==> config.mk <==
export PLATFORM = sky130hd
export DESIGN_NAME = vga_scanout_flat
export DESIGN_NICKNAME = d
export VERILOG_FILES = /design/src/rtl/vga_scanout_pkg.sv /design/src/rtl/vga_scanout_if.sv /design/src/rtl/vga_scanout_timing_counter.sv /design/src/rtl/vga_scanout.sv /design/src/flat_wrapper.sv
export SDC_FILE = /design/constraint.sdc
export NUM_CORES = 1
export LEC_CHECK = 0
export ABC_AREA = 0
export BUFFER_PORTS_ARGS = -buffer_cell sky130_fd_sc_hd__buf_2
export CAP_MARGIN = 25
export CORE_AREA = 8 8 68 70
export DETAILED_ROUTE_END_ITERATION = 8
export DIE_AREA = 0 0 76 78
export GPL_ROUTABILITY_DRIVEN = 0
export PLACE_DENSITY_LB_ADDON = 0.12
export SLEW_MARGIN = 30
export SYNTH_ARGS = -nofsm -noshare
export SYNTH_HDL_FRONTEND = slang
export SYNTH_SLANG_ARGS = --single-unit
==> constraint.sdc <==
create_clock -name clk -period 4.39 [get_ports clk]
set_input_delay 0.2195 -clock clk [delete_from_list [all_inputs] [get_ports clk]]
set_output_delay 0.2195 -clock clk [all_outputs]
set_load 0.01 [all_outputs]
==> src/rtl/vga_scanout_pkg.sv <==
// Shared timing defaults, FSM state type and RGB332 expansion for the VGA scanout block.
package vga_scanout_pkg;

    localparam int unsigned CNT_W = 10;
    localparam int unsigned PIX_W = 8;
    localparam int unsigned CH_W  = 8;

    localparam int unsigned DEF_H_VISIBLE = 640;
    localparam int unsigned DEF_H_FRONT   = 16;
    localparam int unsigned DEF_H_SYNC    = 96;
    localparam int unsigned DEF_H_BACK    = 48;
    localparam int unsigned DEF_V_VISIBLE = 480;
    localparam int unsigned DEF_V_FRONT   = 10;
    localparam int unsigned DEF_V_SYNC    = 2;
    localparam int unsigned DEF_V_BACK    = 33;

    localparam int unsigned DEF_H_TOTAL      = DEF_H_VISIBLE + DEF_H_FRONT + DEF_H_SYNC + DEF_H_BACK;
    localparam int unsigned DEF_V_TOTAL      = DEF_V_VISIBLE + DEF_V_FRONT + DEF_V_SYNC + DEF_V_BACK;
    localparam int unsigned DEF_H_SYNC_START = DEF_H_VISIBLE + DEF_H_FRONT;
    localparam int unsigned DEF_H_SYNC_END   = DEF_H_SYNC_START + DEF_H_SYNC - 1;
    localparam int unsigned DEF_V_SYNC_START = DEF_V_VISIBLE + DEF_V_FRONT;
    localparam int unsigned DEF_V_SYNC_END   = DEF_V_SYNC_START + DEF_V_SYNC - 1;

    typedef enum logic [1:0] {IDLE, ACTIVE, DRAIN} state_t;

    typedef struct packed {
        logic [CH_W-1:0] r;
        logic [CH_W-1:0] g;
        logic [CH_W-1:0] b;
    } rgb888_t;

    // Bit replication keeps full-scale codes at 8'hFF and zero at 8'h00.
    function automatic rgb888_t rgb332_to_rgb888(input logic [PIX_W-1:0] p);
        rgb888_t c;
        c.r = {p[7:5], p[7:5], p[7:6]};
        c.g = {p[4:2], p[4:2], p[4:3]};
        c.b = {p[1:0], p[1:0], p[1:0], p[1:0]};
        return c;
    endfunction

endpackage

==> src/rtl/vga_scanout_if.sv <==
// Frame-buffer read port, control inputs and VGA pins of the scanout block.
interface vga_scanout_if;

    logic                                en;
    logic                                test_pattern;
    logic [vga_scanout_pkg::CNT_W-1:0]   r_x_address;
    logic [vga_scanout_pkg::CNT_W-1:0]   r_y_address;
    logic [vga_scanout_pkg::PIX_W-1:0]   data_out;
    logic [vga_scanout_pkg::CH_W-1:0]    vga_r;
    logic [vga_scanout_pkg::CH_W-1:0]    vga_g;
    logic [vga_scanout_pkg::CH_W-1:0]    vga_b;
    logic                                vga_hs;
    logic                                vga_vs;
    logic                                vga_blank_n;
    logic                                vga_sync_n;
    logic                                vblank;
    logic                                frame_start;

    // master: the scanout engine; slave: frame buffer plus control/display side
    modport master (
        input  en, test_pattern, data_out,
        output r_x_address, r_y_address, vga_r, vga_g, vga_b,
               vga_hs, vga_vs, vga_blank_n, vga_sync_n, vblank, frame_start
    );

    modport slave (
        output en, test_pattern, data_out,
        input  r_x_address, r_y_address, vga_r, vga_g, vga_b,
               vga_hs, vga_vs, vga_blank_n, vga_sync_n, vblank, frame_start
    );

endinterface

==> src/rtl/vga_scanout_timing_counter.sv <==
// Raster h/v counters with visible window, raw active-low syncs and end-of-frame flag.
module vga_timing_counter
    import vga_scanout_pkg::*;
#(
    parameter int unsigned H_VISIBLE = DEF_H_VISIBLE,
    parameter int unsigned H_FRONT   = DEF_H_FRONT,
    parameter int unsigned H_SYNC    = DEF_H_SYNC,
    parameter int unsigned H_BACK    = DEF_H_BACK,
    parameter int unsigned V_VISIBLE = DEF_V_VISIBLE,
    parameter int unsigned V_FRONT   = DEF_V_FRONT,
    parameter int unsigned V_SYNC    = DEF_V_SYNC,
    parameter int unsigned V_BACK    = DEF_V_BACK
) (
    input  logic             clk,
    input  logic             rst_n,
    input  logic             run,
    output logic [CNT_W-1:0] h_cnt,
    output logic [CNT_W-1:0] v_cnt,
    output logic             visible,
    output logic             hs_raw,
    output logic             vs_raw,
    output logic             wrap
);

    localparam int unsigned H_TOTAL      = H_VISIBLE + H_FRONT + H_SYNC + H_BACK;
    localparam int unsigned V_TOTAL      = V_VISIBLE + V_FRONT + V_SYNC + V_BACK;
    localparam int unsigned H_SYNC_START = H_VISIBLE + H_FRONT;
    localparam int unsigned H_SYNC_END   = H_SYNC_START + H_SYNC - 1;
    localparam int unsigned V_SYNC_START = V_VISIBLE + V_FRONT;
    localparam int unsigned V_SYNC_END   = V_SYNC_START + V_SYNC - 1;

    logic h_last;
    logic v_last;

    assign h_last = (h_cnt == CNT_W'(H_TOTAL - 1));
    assign v_last = (v_cnt == CNT_W'(V_TOTAL - 1));

    // Counters sit at (0,0) whenever the scanout is stopped.
    always_ff @(posedge clk) begin
        if (!rst_n || !run) begin
            h_cnt <= '0;
            v_cnt <= '0;
        end else if (h_last) begin
            h_cnt <= '0;
            v_cnt <= v_last ? '0 : v_cnt + CNT_W'(1);
        end else begin
            h_cnt <= h_cnt + CNT_W'(1);
        end
    end

    assign visible = run && (h_cnt < CNT_W'(H_VISIBLE)) && (v_cnt < CNT_W'(V_VISIBLE));
    assign hs_raw  = !(run && (h_cnt >= CNT_W'(H_SYNC_START)) && (h_cnt <= CNT_W'(H_SYNC_END)));
    assign vs_raw  = !(run && (v_cnt >= CNT_W'(V_SYNC_START)) && (v_cnt <= CNT_W'(V_SYNC_END)));
    assign wrap    = run && h_last && v_last;

endmodule

==> src/rtl/vga_scanout.sv <==
// VGA scanout: raster walk, frame-buffer read addressing and 2-clock colour/sync pipeline.
// Optional colour-bar generator enabled by defining VGA_SCANOUT_TEST_PATTERN_EN.
module vga_scanout
    import vga_scanout_pkg::*;
#(
    parameter int unsigned H_VISIBLE = DEF_H_VISIBLE,
    parameter int unsigned H_FRONT   = DEF_H_FRONT,
    parameter int unsigned H_SYNC    = DEF_H_SYNC,
    parameter int unsigned H_BACK    = DEF_H_BACK,
    parameter int unsigned V_VISIBLE = DEF_V_VISIBLE,
    parameter int unsigned V_FRONT   = DEF_V_FRONT,
    parameter int unsigned V_SYNC    = DEF_V_SYNC,
    parameter int unsigned V_BACK    = DEF_V_BACK
) (
    input  logic          clk,
    input  logic          rst_n,
    vga_scanout_if.master bus
);

    state_t           state;
    logic             run;
    logic [CNT_W-1:0] h_cnt;
    logic [CNT_W-1:0] v_cnt;
    logic             visible;
    logic             hs_raw;
    logic             vs_raw;
    logic             wrap;
    logic             vis_d1;
    logic             hs_d1;
    logic             vs_d1;
    rgb888_t          pix;

    assign run = (state != IDLE);

    vga_timing_counter #(
        .H_VISIBLE (H_VISIBLE), .H_FRONT (H_FRONT), .H_SYNC (H_SYNC), .H_BACK (H_BACK),
        .V_VISIBLE (V_VISIBLE), .V_FRONT (V_FRONT), .V_SYNC (V_SYNC), .V_BACK (V_BACK)
    ) u_timing (
        .clk     (clk),
        .rst_n   (rst_n),
        .run     (run),
        .h_cnt   (h_cnt),
        .v_cnt   (v_cnt),
        .visible (visible),
        .hs_raw  (hs_raw),
        .vs_raw  (vs_raw),
        .wrap    (wrap)
    );

    // Dropping en mid-frame finishes the frame; dropping it on the last pixel stops at once.
    always_ff @(posedge clk) begin
        if (!rst_n) begin
            state <= IDLE;
        end else begin
            case (state)
                IDLE:    if (bus.en) state <= ACTIVE;
                ACTIVE:  if (!bus.en) state <= wrap ? IDLE : DRAIN;
                DRAIN:   if (bus.en) state <= ACTIVE;
                         else if (wrap) state <= IDLE;
                default: state <= IDLE;
            endcase
        end
    end

    // Stage 0: read address and writer-facing timing straight from the counters.
    assign bus.r_x_address = visible ? h_cnt : '0;
    assign bus.r_y_address = visible ? v_cnt : '0;
    assign bus.vblank      = !run || (v_cnt >= CNT_W'(V_VISIBLE));
    assign bus.frame_start = (state == ACTIVE) && (h_cnt == '0) && (v_cnt == '0);
    assign bus.vga_sync_n  = 1'b0;

    // Stage 1: align control with the frame buffer's one-clock read latency.
    always_ff @(posedge clk) begin
        if (!rst_n) begin
            vis_d1 <= 1'b0;
            hs_d1  <= 1'b1;
            vs_d1  <= 1'b1;
        end else begin
            vis_d1 <= visible;
            hs_d1  <= hs_raw;
            vs_d1  <= vs_raw;
        end
    end

`ifdef VGA_SCANOUT_TEST_PATTERN_EN
    localparam int unsigned BAR_W = H_VISIBLE / 8;

    logic [CNT_W-1:0] x_d1;
    logic [2:0]       bar;

    always_ff @(posedge clk) begin
        if (!rst_n) x_d1 <= '0;
        else        x_d1 <= h_cnt;
    end

    assign bar = 3'(x_d1 / CNT_W'(BAR_W));

    always_comb begin
        pix = rgb332_to_rgb888(bus.data_out);
        if (bus.test_pattern) begin
            pix.r = {CH_W{bar[2]}};
            pix.g = {CH_W{bar[1]}};
            pix.b = {CH_W{bar[0]}};
        end
    end
`else
    logic unused_test_pattern;
    assign unused_test_pattern = bus.test_pattern;

    always_comb begin
        pix = rgb332_to_rgb888(bus.data_out);
    end
`endif

    // Stage 2: registered pins; colour is forced black outside the visible window.
    always_ff @(posedge clk) begin
        if (!rst_n) begin
            bus.vga_r       <= '0;
            bus.vga_g       <= '0;
            bus.vga_b       <= '0;
            bus.vga_blank_n <= 1'b0;
            bus.vga_hs      <= 1'b1;
            bus.vga_vs      <= 1'b1;
        end else begin
            bus.vga_r       <= vis_d1 ? pix.r : '0;
            bus.vga_g       <= vis_d1 ? pix.g : '0;
            bus.vga_b       <= vis_d1 ? pix.b : '0;
            bus.vga_blank_n <= vis_d1;
            bus.vga_hs      <= hs_d1;
            bus.vga_vs      <= vs_d1;
        end
    end

endmodule

==> src/flat_wrapper.sv <==
// flat-port wrapper written by rule: the top's interface ports become plain ports
module vga_scanout_flat import vga_scanout_pkg::*;
#(
    parameter int unsigned H_VISIBLE = DEF_H_VISIBLE,
    parameter int unsigned H_FRONT   = DEF_H_FRONT,
    parameter int unsigned H_SYNC    = DEF_H_SYNC,
    parameter int unsigned H_BACK    = DEF_H_BACK,
    parameter int unsigned V_VISIBLE = DEF_V_VISIBLE,
    parameter int unsigned V_FRONT   = DEF_V_FRONT,
    parameter int unsigned V_SYNC    = DEF_V_SYNC,
    parameter int unsigned V_BACK    = DEF_V_BACK
)
  (clk, rst_n, bus_en, bus_test_pattern, bus_data_out, bus_r_x_address, bus_r_y_address, bus_vga_r, bus_vga_g, bus_vga_b, bus_vga_hs, bus_vga_vs, bus_vga_blank_n, bus_vga_sync_n, bus_vblank, bus_frame_start);
  vga_scanout_if bus_i ();
  input  logic clk;
  input  logic rst_n;
  input wire logic [$bits(bus_i.en)-1:0] bus_en;
  input wire logic [$bits(bus_i.test_pattern)-1:0] bus_test_pattern;
  input wire logic [$bits(bus_i.data_out)-1:0] bus_data_out;
  output wire logic [$bits(bus_i.r_x_address)-1:0] bus_r_x_address;
  output wire logic [$bits(bus_i.r_y_address)-1:0] bus_r_y_address;
  output wire logic [$bits(bus_i.vga_r)-1:0] bus_vga_r;
  output wire logic [$bits(bus_i.vga_g)-1:0] bus_vga_g;
  output wire logic [$bits(bus_i.vga_b)-1:0] bus_vga_b;
  output wire logic [$bits(bus_i.vga_hs)-1:0] bus_vga_hs;
  output wire logic [$bits(bus_i.vga_vs)-1:0] bus_vga_vs;
  output wire logic [$bits(bus_i.vga_blank_n)-1:0] bus_vga_blank_n;
  output wire logic [$bits(bus_i.vga_sync_n)-1:0] bus_vga_sync_n;
  output wire logic [$bits(bus_i.vblank)-1:0] bus_vblank;
  output wire logic [$bits(bus_i.frame_start)-1:0] bus_frame_start;
  assign bus_i.en = bus_en;
  assign bus_i.test_pattern = bus_test_pattern;
  assign bus_i.data_out = bus_data_out;
  assign bus_r_x_address = bus_i.r_x_address;
  assign bus_r_y_address = bus_i.r_y_address;
  assign bus_vga_r = bus_i.vga_r;
  assign bus_vga_g = bus_i.vga_g;
  assign bus_vga_b = bus_i.vga_b;
  assign bus_vga_hs = bus_i.vga_hs;
  assign bus_vga_vs = bus_i.vga_vs;
  assign bus_vga_blank_n = bus_i.vga_blank_n;
  assign bus_vga_sync_n = bus_i.vga_sync_n;
  assign bus_vblank = bus_i.vblank;
  assign bus_frame_start = bus_i.frame_start;
  vga_scanout #(.H_VISIBLE(H_VISIBLE), .H_FRONT(H_FRONT), .H_SYNC(H_SYNC), .H_BACK(H_BACK), .V_VISIBLE(V_VISIBLE), .V_FRONT(V_FRONT), .V_SYNC(V_SYNC), .V_BACK(V_BACK)) u_core (.clk(clk), .rst_n(rst_n), .bus(bus_i));
endmodule
==> results by group <==
Detailed routing
  – Routed wire per std cell: roughly 13 um
  – Detail Route Antenna Nets: 0
  – Vias: 1477
  – Iter 0 DRT Violations: between 70 and 80
  – Post-Route WL: approximately 3900 um
  – Vias per cell: about 5.0
  – First-pass iteration count of the detailed router: 4
  – DRC: 0

Finish
  – Final Util: 57.43%
  – P&R area growth vs syn: 11.42%
  – Nets: roughly 260
  – Cell area after layout: about 2000 um^2
  – Diodes inserted: 0
  – Share of post-route cells with drive strength above 1: 29.67%

Timing
  – Post-route minimum period: around 2.7 ns
  – Hold Vio Cnt, Final: 0
  – Achievable Freq: 0.3752 GHz
  – Max Slew Vio Count: 0
  – Total negative slack: 0 ns
  – Final Skew: roughly 0.0027 ns
  – Tightest Pin Transition: ~0.68 ns
  – Final setup violation count: 0
  – Worst slew margin: about 55%
  – RSZ-0062 raised after global routing: false
  – Setup WS post-layout: 1.725 ns
  – Final period utilization: 60.71%

Critical path
  – Data arrival time of the critical path: roughly 2.5 ns
  – WP data required: 4.17 ns
  – Reg2Reg Launch Point: u_core.u_timing.h_cnt[0]$_SDFF_PP0_
  – CP Capture Type: output pin
  – Worst Path Max Fanout: 11
  – R2R Setup Slk: about 2.3 ns
  – Reg-to-reg endpoint: u_core.u_timing.v_cnt[0]$_SDFFE_PP0N_
  – Origin of the worst setup path: u_core.u_timing.v_cnt[5]$_SDFFE_PP0N_
  – CP Launch Type: register
  – CP endpoint: bus_r_x_address[7]
  – R2R cell count: 5
  – Critical Setup Path Class: reg2out

Clocking
  – Reg clk slew, reported paths: approximately 0.11 ns
  – Num CTS Buffers: 5
  – CTS resizes: 0
  – Post-CTS Setup Inserts: 0
  – CTS tree: built
  – Hold buffer count at cts: 0
  – CTS Buffer Depth: 2
  – Clock root cell: clkbuf_4
  – CTS H-tree depth: 2
  – Clk_lat worst skew: roughly 0.34 ns
  – Clock Sinks: 36

Place
  – Post-DP HPWL: roughly 3000 um
  – Place WS: ~2.1 ns
  – I/O Buffers: 58
  – Post-placement cell area: between 1500 and 2000 um^2

Synthesis
  – Top FF cell, synth: dfxtp_1
  – Ys async rst share: 0%
  – Cells after synthesis: 206
  – List of most frequent post-synthesis cells: dfxtp_1, and2_1, nor2_1
  – Cell taking the most area after synthesis: dfxtp_1
  – Post-synth EDFFs: 0
  – Largest cells by area after synthesis: dfxtp_1, buf_4, and2_1
  – Number of distinct library cells after synthesis: 40
  – Top-count cell post-synth: dfxtp_1
  – Yosys reg bits: 36
  – Yosys top cell area share: a little under 40%
  – Register area share after synthesis: 39.37%
  – Average footprint of a synthesized cell: 8.886 um^2
  – YS warnings: 0
  – Netlist Area Pre-Place: between 1500 and 2000 um^2

Global routing
  – Largest net degree at the start of global routing: 16
  – Vias in the first global route: around 1400
  – First-pass GRT wire length: roughly 6700 um
  – Initial antenna violation count: 0
  – GRT Overall Usage: 13.61%
  – GRT overflow: 0

Die
  – Die area: slightly below 6000 um^2
  – Placeable Area: 3551 um^2
  – IO Count: 62
  – Die width: roughly 76 um
  – Die height: ~80 um
  – Number of core rows: 22
  – Initial Utilization: slightly above 50%

Status
  – Outcome: complete, no violations

Pwr
  – Cell Pwr Density: around 270 nW/um^2
  – Leak Pwr: approximately 0.92 nW
  – VDD IR max: approximately 220 uV

Run
  – Maxcap violations: 0

Worst hold path
  – Worst Hold Class: in2reg
[logic make-up (layout without fill, tap and decap cells)]
group                      count (synthesis)  after routing  synth area share, %
AOI/OAI and AO/OA                         14             14                4.648
xor gates and xnor gates                  13             13                6.220
adders and majority gates                  5              5                3.418
buffers and inverters                     34             73                12.64
DFF                                       36             36                39.37
muxes                                      2              2                1.094
other                                      1              2               0.2049
and+or+nand+nor                          101            101                32.40
[metrics by stage]
step | power [W] | hold WS, ns | cells
after floorplan | 0.0003634 | 0.2925 | 207
after global placement | 0.0003739 | 0.3893 | 286
after detailed placement | 0.0003742 | 0.3928 | 286
after CTS | 0.0005510 | 0.01430 | 294
after global routing | 0.0005679 | 0.02785 | 294
final | 0.0005437 | 0.03683 | 294
[registers in the layout (all words and copies together) (netlist names)]
name,cells
u_core.bus.vga_b,2
u_core.bus.vga_hs,1
u_core.u_timing.v_cnt,10
u_core.bus.vga_vs,1
u_core.vs_d1,1
u_core.bus.vga_g,3
u_core.hs_d1,1
u_core.u_timing.h_cnt,10
u_core.state,2
u_core.bus.vga_r,3
u_core.bus.vga_blank_n,1
u_core.vis_d1,1
[cells in the final DEF, fill, tap and decap left out, drive strengths merged, types with 4 or more instances in the layout]
master,count
a21oi,5
o21ai,4
and2,22
clkbuf,5
and3,11
nor3,5
buf,59
inv,6
nand4,8
nand2,7
xnor2,10
nand3,8
nor4,4
dfxtp,36
nor2,20
ha,5
[worst min-delay path by stage]
stage | startpoint | end | depth (start not counted)
final | bus_en | u_core.state[1]$_SDFFE_PN0P_ | 2
after global routing | bus_en | u_core.state[1]$_SDFFE_PN0P_ | 2
after global placement | u_core.vs_d1$_SDFF_PN1_ | u_core.bus.vga_vs$_SDFF_PN1_ | 1
after floorplan | rst_n | u_core.bus.vga_hs$_SDFF_PN1_ | 1
after CTS | bus_en | u_core.state[1]$_SDFFE_PN0P_ | 2
after detailed placement | u_core.vs_d1$_SDFF_PN1_ | u_core.bus.vga_vs$_SDFF_PN1_ | 1
[per-layer routing]
metal  vias to the layer above  track usage [%]  part of all wire [%]  wire, um
li1                        755                -                     -         -
met1                       663            14.86                    44      1735
met2                        51            22.11                    45      1768
met3                         8            6.567                   9.1       357
met4                         0            5.686                   1.8        72
met5                         -                0                     0         0
[area by class of cell]
type,count,area (um^2)
inverter,6,22.52
timing repair buffer,59,297.8
multi-input combinational,137,882.1
sequential,36,720.7
fill,332,1511
clock buffer,5,37.54
clock inverter,3,18.77
tap,48,60.06
[where the power goes]
| group | switching (W) | internal [W] |
|---|---|---|
| clock | 0.000116 | 0.0000615 |
| sequential | 0.00000376 | 0.000330 |
| combinational | 0.0000192 | 0.0000127 |
[critical path: stages, from the launching register on]
cell and delay, ns:
dfxtp_1 0.40, and4_1 0.23, or3_1 0.39, a21oi_1 0.55, buf_4 0.27, and2_2 0.14
buf_2 0.12
(Power assumes the default switching activity.)
